[src/rtl/float_pkg.sv]
// ---------------------------------------------------------------------------
// float_pkg
//   Shared definitions for the floating-point datapath back end: the
//   normalizer (float_normalizer) and the rounding stage (FloatRounding).
//
//   Contents:
//     FP_N          default normalized mantissa width (hidden bit included)
//     FP_EXP        default biased exponent width
//     FP_EXP_ONES   all-ones exponent for the default width (Inf/NaN code)
//     norm_state_t  normalizer FSM state encoding {IDLE, NORM, DONE}
//     exp_ones()    all-ones helper usable at any exponent width up to 32
// ---------------------------------------------------------------------------
package float_pkg;

  localparam int FP_N   = 24;
  localparam int FP_EXP = 8;

  localparam logic [FP_EXP-1:0] FP_EXP_ONES = '1;

  typedef enum logic [1:0] {
    IDLE = 2'd0,
    NORM = 2'd1,
    DONE = 2'd2
  } norm_state_t;

  // All-ones exponent for an arbitrary width; callers slice the low bits.
  function automatic logic [31:0] exp_ones(input int width);
    logic [31:0] v;
    v = '0;
    for (int i = 0; i < 32; i++) begin
      if (i < width) v[i] = 1'b1;
    end
    return v;
  endfunction

endpackage

[src/rtl/float_normalizer.sv]
// ---------------------------------------------------------------------------
// float_normalizer
//   Iterative normalization stage placed in front of FloatRounding. A raw
//   mantissa {Carry, rawMant} and biased exponent are loaded on Start. The
//   mantissa is shifted left one bit per cycle until its leading one reaches
//   the MSB, the exponent reaches zero (denormal floor), or the mantissa is
//   found to be zero. The n-bit normalized mantissa, exponent, round bit and
//   sticky bit are then presented with a valid/ready handshake.
//
//   Parameters:
//     n    normalized mantissa width (hidden bit included)
//     exp  exponent width
//     M    raw mantissa width, must be >= n+2 (needs a round bit plus at
//          least one sticky bit below the kept mantissa)
//
//   Ports:
//     Clock     in   rising-edge clock
//     Reset     in   synchronous active-low reset
//     Start     in   load request, only looked at in IDLE
//     rawMant   in   raw mantissa [M-1:0]
//     Carry     in   overflow bit sitting just above rawMant
//     rawExp    in   raw biased exponent [exp-1:0]
//     Ready     in   downstream accepts the result
//     Busy      out  high whenever the FSM is not in IDLE
//     Valid     out  result outputs are valid and held stable
//     normMant  out  normalized mantissa [n-1:0]
//     normExp   out  adjusted exponent [exp-1:0]
//     R         out  round bit
//     S         out  sticky bit
//     Overflow  out  result is infinity
//     dbg_state out  current FSM state, for observation only
//
//   Handshake: a result transfers on a rising edge where Valid && Ready are
//   both high; Valid drops on that edge. Valid is never withdrawn without a
//   transfer (except by Reset), and all result outputs hold while Valid is
//   high. Ready while Valid is low has no effect. Start is only accepted in
//   IDLE, so a Start coinciding with the transfer edge is dropped.
// ---------------------------------------------------------------------------
module float_normalizer
  import float_pkg::*;
#(
  parameter int n   = FP_N,
  parameter int exp = FP_EXP,
  parameter int M   = 2 * n
) (
  input  logic           Clock,
  input  logic           Reset,
  input  logic           Start,
  input  logic [M-1:0]   rawMant,
  input  logic           Carry,
  input  logic [exp-1:0] rawExp,
  input  logic           Ready,
  output logic           Busy,
  output logic           Valid,
  output logic [n-1:0]   normMant,
  output logic [exp-1:0] normExp,
  output logic           R,
  output logic           S,
  output logic           Overflow,
  output norm_state_t    dbg_state
);

  // -------------------------------------------------------------------------
  // Constants
  // -------------------------------------------------------------------------
  localparam logic [31:0]    ONES_32   = exp_ones(exp);
  localparam logic [exp-1:0] EXP_ONES  = ONES_32[exp-1:0];
  localparam logic [exp-1:0] EXP_ONE   = {{(exp-1){1'b0}}, 1'b1};
  // rawExp at or above this, plus a carry, would reach or pass all-ones.
  localparam logic [exp-1:0] OVF_LIMIT = EXP_ONES - EXP_ONE;

  // -------------------------------------------------------------------------
  // Working registers
  // -------------------------------------------------------------------------
  norm_state_t    state;
  logic [M-1:0]   work;   // working mantissa
  logic [exp-1:0] e;      // working exponent
  logic           stk;    // sticky bit shifted out by a carry right-shift
  logic           ovf;    // exponent overflowed on the carry increment

  // -------------------------------------------------------------------------
  // Load-time preparation (used only when Start is taken in IDLE)
  // -------------------------------------------------------------------------
  logic [M-1:0]   load_work;
  logic [exp-1:0] load_e;
  logic           load_stk;
  logic           load_ovf;

  always_comb begin
    load_work = rawMant;
    load_e    = rawExp;
    load_stk  = 1'b0;
    load_ovf  = 1'b0;
    if (Carry) begin
      // The carry becomes the new leading one; the bit falling off the
      // bottom is folded into sticky so it is never lost.
      load_work = {1'b1, rawMant[M-1:1]};
      load_stk  = rawMant[0];
      load_e    = rawExp + EXP_ONE;
      load_ovf  = (rawExp >= OVF_LIMIT);
    end
  end

  // -------------------------------------------------------------------------
  // Termination test for NORM
  // -------------------------------------------------------------------------
  logic work_zero;
  logic e_zero;
  logic norm_stop;

  always_comb begin
    work_zero = (work == '0);
    e_zero    = (e == '0);
    // e == 0 is the denormal floor: stop shifting and emit the
    // unnormalized mantissa as is.
    norm_stop = ovf | work[M-1] | e_zero | work_zero;
  end

  // -------------------------------------------------------------------------
  // GRS extraction: builds the result that gets registered on DONE entry
  // -------------------------------------------------------------------------
  logic [n-1:0]   res_mant;
  logic [exp-1:0] res_exp;
  logic           res_r;
  logic           res_s;
  logic           res_ovf;

  always_comb begin
    res_mant = work[M-1 -: n];
    res_exp  = e;
    res_r    = work[M-n-1];
    res_s    = (|work[M-n-2:0]) | stk;
    res_ovf  = 1'b0;
    if (ovf) begin
      // Infinity: all-ones exponent, clean mantissa, nothing to round.
      res_mant = '0;
      res_exp  = EXP_ONES;
      res_r    = 1'b0;
      res_s    = 1'b0;
      res_ovf  = 1'b1;
    end else if (work_zero) begin
      // True zero: exponent forced to zero regardless of the input.
      // stk is always 0 here since a carry load leaves the MSB set.
      res_mant = '0;
      res_exp  = '0;
      res_r    = 1'b0;
      res_s    = 1'b0;
    end
  end

  // -------------------------------------------------------------------------
  // FSM with registered outputs
  // -------------------------------------------------------------------------
  always_ff @(posedge Clock) begin
    if (!Reset) begin
      state    <= IDLE;
      work     <= '0;
      e        <= '0;
      stk      <= 1'b0;
      ovf      <= 1'b0;
      Busy     <= 1'b0;
      Valid    <= 1'b0;
      normMant <= '0;
      normExp  <= '0;
      R        <= 1'b0;
      S        <= 1'b0;
      Overflow <= 1'b0;
    end else begin
      case (state)
        IDLE: begin
          if (Start) begin
            work  <= load_work;
            e     <= load_e;
            stk   <= load_stk;
            ovf   <= load_ovf;
            Busy  <= 1'b1;
            state <= NORM;
          end
        end

        NORM: begin
          if (norm_stop) begin
            normMant <= res_mant;
            normExp  <= res_exp;
            R        <= res_r;
            S        <= res_s;
            Overflow <= res_ovf;
            Valid    <= 1'b1;
            state    <= DONE;
          end else begin
            // e is non-zero here, so the decrement cannot wrap.
            work <= {work[M-2:0], 1'b0};
            e    <= e - EXP_ONE;
          end
        end

        DONE: begin
          // Result outputs are only written on DONE entry, so they hold
          // for as long as Ready stays low.
          if (Ready) begin
            Valid <= 1'b0;
            Busy  <= 1'b0;
            state <= IDLE;
          end
        end

        default: begin
          state <= IDLE;
          Busy  <= 1'b0;
          Valid <= 1'b0;
        end
      endcase
    end
  end

  assign dbg_state = state;

endmodule

[config.mk]
export PLATFORM = sky130hd
export DESIGN_NAME = float_normalizer
export DESIGN_NICKNAME = d
export VERILOG_FILES = /design/src/rtl/float_pkg.sv /design/src/rtl/float_normalizer.sv
export SDC_FILE = /design/constraint.sdc
export NUM_CORES = 1
export LEC_CHECK = 0
export CORE_AREA = 2 2 105 107
export CTS_BUF_LIST = sky130_fd_sc_hd__clkbuf_8
export DETAILED_ROUTE_END_ITERATION = 8
export DIE_AREA = 0 0 107 109
export PLACE_DENSITY = 0.78
export SLEW_MARGIN = 20
export SYNTH_ARGS = -nofsm -noshare
export SYNTH_HDL_FRONTEND = slang
export SYNTH_SLANG_ARGS = --single-unit
[constraint.sdc]
create_clock -name Clock -period 1.7 [get_ports Clock]
set_input_delay 0.255 -clock Clock [delete_from_list [all_inputs] [get_ports Clock]]
set_output_delay 0.255 -clock Clock [all_outputs]
set_load 0.02 [all_outputs]
==> metrics.txt <==
status complete, but fails checks; failing checks setup timing; number of synthesized register bits 97; syn avg cell area 8.314 um^2; Reg2Reg Setup Slack -0.49 ns; area growth from synthesis to layout 59.68%; fillers 620; reg-to-reg critical path endpoint work[29]$_SDFFE_PN0P_; Pleak 0.003309 uW; Rows 38; GRT Util Overall 33.16%; DRT iter0 DRCs 753; layout cells sized above 1 30.66%; DRC 0; total length of routed wires 21,500 um; CP Class reg -> reg; CTS tree done; Hold Path Sink normExp[6]$_SDFFE_PN0P_; clock sink total 97; Clock power frac 14.1%; pin count of the biggest net entering global routing 144; hold_ws around 0.44 ns; WL per Instance 22.35 um; Slew Viols, Final 0; register share of total power 30.8%; Final ANT Viol Nets 0; Die Y 109 um; max frequency roughly 460 MHz; largest cells by area after synthesis dfxtp_1 (38%), o21ai_0 (10%), mux2i_1 (9.5%); PwrDens 1208 nW/um^2; Initial Utilization 47.91%; initial antenna violation count 0; Startpoint Class flip-flop; GR Overflow Total 0; Synth Area in Simple Gates 22.24%; adder-cell share of the synthesized area less than 1%; # H-tree levels 3; total number of vias 6,226; Die X 107 um; library cells used by synthesis between 40 and 50; Worst EP arrival 2.45 ns; # Max-Cap Violations 0; dominant cell type by area after synthesis dfxtp_1; drt pass-1 iters 7; Synth Cell Area 5080 um^2; Clock transition at path regs 0.10 ns; crit end category flip-flop; FF-to-FF path depth 9; multi-input combinational cell area 3213 um^2; routability cong. 0.8894; largest family of logic cells by synthesized area compound AO/OA/AOI/OAI gates; final net count 882; hold depth 3; Num CTS Buffers 9; clock network latency to the later pin of the worst-skew pair 0.39 ns; required time worst endpoint 1.96 ns; min-delay src Reset; fin crit share 128.6%; Top FF cell, synth dfxtp_1; Fin. Hold Viols 0; diodes inserted 0; minimum clock period approximately 2.2 ns; register area 1964 um^2; first-pass GRT wire length 30,120 um; worst rel slew slack between 60% and 70%; VDD IR-drop max 0.7080 mV; Die Area 11,660 um^2; count leader, synth nand2_1; # hold bufs at CTS 0; post-synthesis xor/xnor area fraction under 10%; IO Count 100; worst setup margin -0.4868 ns; Comb pwr share between 50% and 60%; Final HPWL DP 9976 um; Worst Skew approximately 0.018 ns; IO Port Bufs 99; register area share after synthesis 38.23%; post-DR vias/cell 6.472; Final Power slightly below 10,000 uW; Yosys warnings 0; vias in the first global route 5,878; switching part of the total 40.00%; CTS Buffer Depth 2; worst hold path type in -> reg; post-synthesis cell count 611; Post-synth top cells nand2_1 (114), o21ai_0 (103), dfxtp_1 (97); post-synth top area share 38.23%; Least-Margin Pin Slew between 0.5 and 0.6 ns; number of synthesized flops with an enable pin 0; Finish-stage setup viols 94; post-synthesis compound-gate area fraction a little under a quarter; Max FO, Critical Path 9; Mapped Nets between 600 and 700; FFs w/ async S/R, synth 0%; Pint ~5900 uW; setup slack at placement -0.4807 ns; root buf cell clkbuf_8; Psw slightly below 4000 uW; reg2reg start work[23]$_SDFFE_PN0P_; multiplexer share of the synthesized area 9.458%; core area 10,600 um^2; RSZ-0062 raised after global routing true
power groups by stage:
| stage | combinational (uW) | clock [uW] | sequential [uW] |
|---|---|---|---|
| finish | 5400 | 1380 | 3020 |
| global route | 5600 | 1450 | 3050 |
| CTS | 4690 | 1350 | 2960 |
| detailed placement | 3420 | 0 | 2970 |
| global placement | 3330 | 0 | 2950 |
| floorplan | 1670 | 0 | 3130 |
how the worst max path moves through the flow:
stage	slack (ns)	from	cells after the start	to
finish	-0.49	work[23]$_SDFFE_PN0P_	9	work[29]$_SDFFE_PN0P_
detailed placement	-0.48	Start	6	e[2]$_SDFFE_PN0P_
CTS	-0.23	work[22]$_SDFFE_PN0P_	8	normMant[18]$_SDFFE_PN0P_
global route	-0.45	work[23]$_SDFFE_PN0P_	9	work[29]$_SDFFE_PN0P_
floorplan	-0.11	e[3]$_SDFFE_PN0P_	7	normMant[2]$_SDFFE_PN0P_
global placement	-0.41	Start	7	work[1]$_SDFFE_PN0P_
what timing repair did:
| action | in CTS | in global routing |
|---|---|---|
| endpoints found under the setup margin | 96 | 95 |
| hold endpoints to repair | 0 | 0 |
| cloned | 17 | 1 |
| setup buffers | 28 | 8 |
| pin swaps | 50 | 12 |
| gates resized for setup | 115 | 33 |
registers in the layout (all words and copies together), names as in the netlist:
| signal | flops |
|---|---|
| work | 48 |
| normMant | 24 |
| e | 8 |
| normExp | 8 |
| dbg_state | 2 |
| Busy | 1 |
| Overflow | 1 |
| R | 1 |
| S | 1 |
| Valid | 1 |
| ovf | 1 |
| stk | 1 |
layout make-up:
type	count	share of cell area [%]
multi-input cells	460	39.61
repair buffers	245	31.82
flip-flops and latches	97	24.22
well taps	140	2.159
clock buffers	9	1.527
clock inverters	7	0.4782
inverters	4	0.1851
worst max-delay path, stage by stage (launching register included):
cell and delay (ns):
dfxtp_1 0.35, nor4_1 0.41, and4_1 0.33, buf_4 0.14
nand4_1 0.12, buf_6 0.19, buf_6 0.12, buf_12 0.14
nand4_1 0.13, o21ai_1 0.13
metrics by stage:
stage	cells	setup TNS (ns)	instance area (um^2)	util [%]
finish	962	-34.31	8112	76.50
global route	962	-35.15	8112	76.50
CTS	953	-12.90	7916	74.66
detailed placement	892	-38.04	6872	64.81
global placement	892	-34.60	6872	64.81
floorplan	611	-2.525	5137	-
logic make-up after synthesis:
group                    count (synthesis)
AND/OR/NAND/NOR                        223
AO/OA/AOI/OAI                          172
flip-flops                              97
buffers and inverters                   59
multiplexers                            48
XOR/XNOR                                 8
adder cells (fa/ha/maj)                  4
cells in the final DEF (no fill, tap or decap), types with 7 or more instances in the layout:
cell             instances
nand2_1                112
buf_4                  102
clkdlybuf4s50_1         94
dfxtp_1                 81
nand4_1                 53
o21ai_0                 52
mux2i_1                 48
o21ai_1                 44
a32o_2                  20
buf_12                  18
buf_6                   15
dfxtp_2                 15
nor2_1                   9
clkbuf_8                 9
buf_16                   9
o221a_2                  8
a21oi_1                  7
o21ai_2                  7
routing by layer:
metal / part of all wire [%] / GRT usage (%)
met1: 36 / 38.17
met2: 48 / 56.69
met3: 9.3 / 5.977
met4: 7.0 / 21.61
met5: 0 / 0.4464
Note: power is estimated with default switching activity, not from simulation.
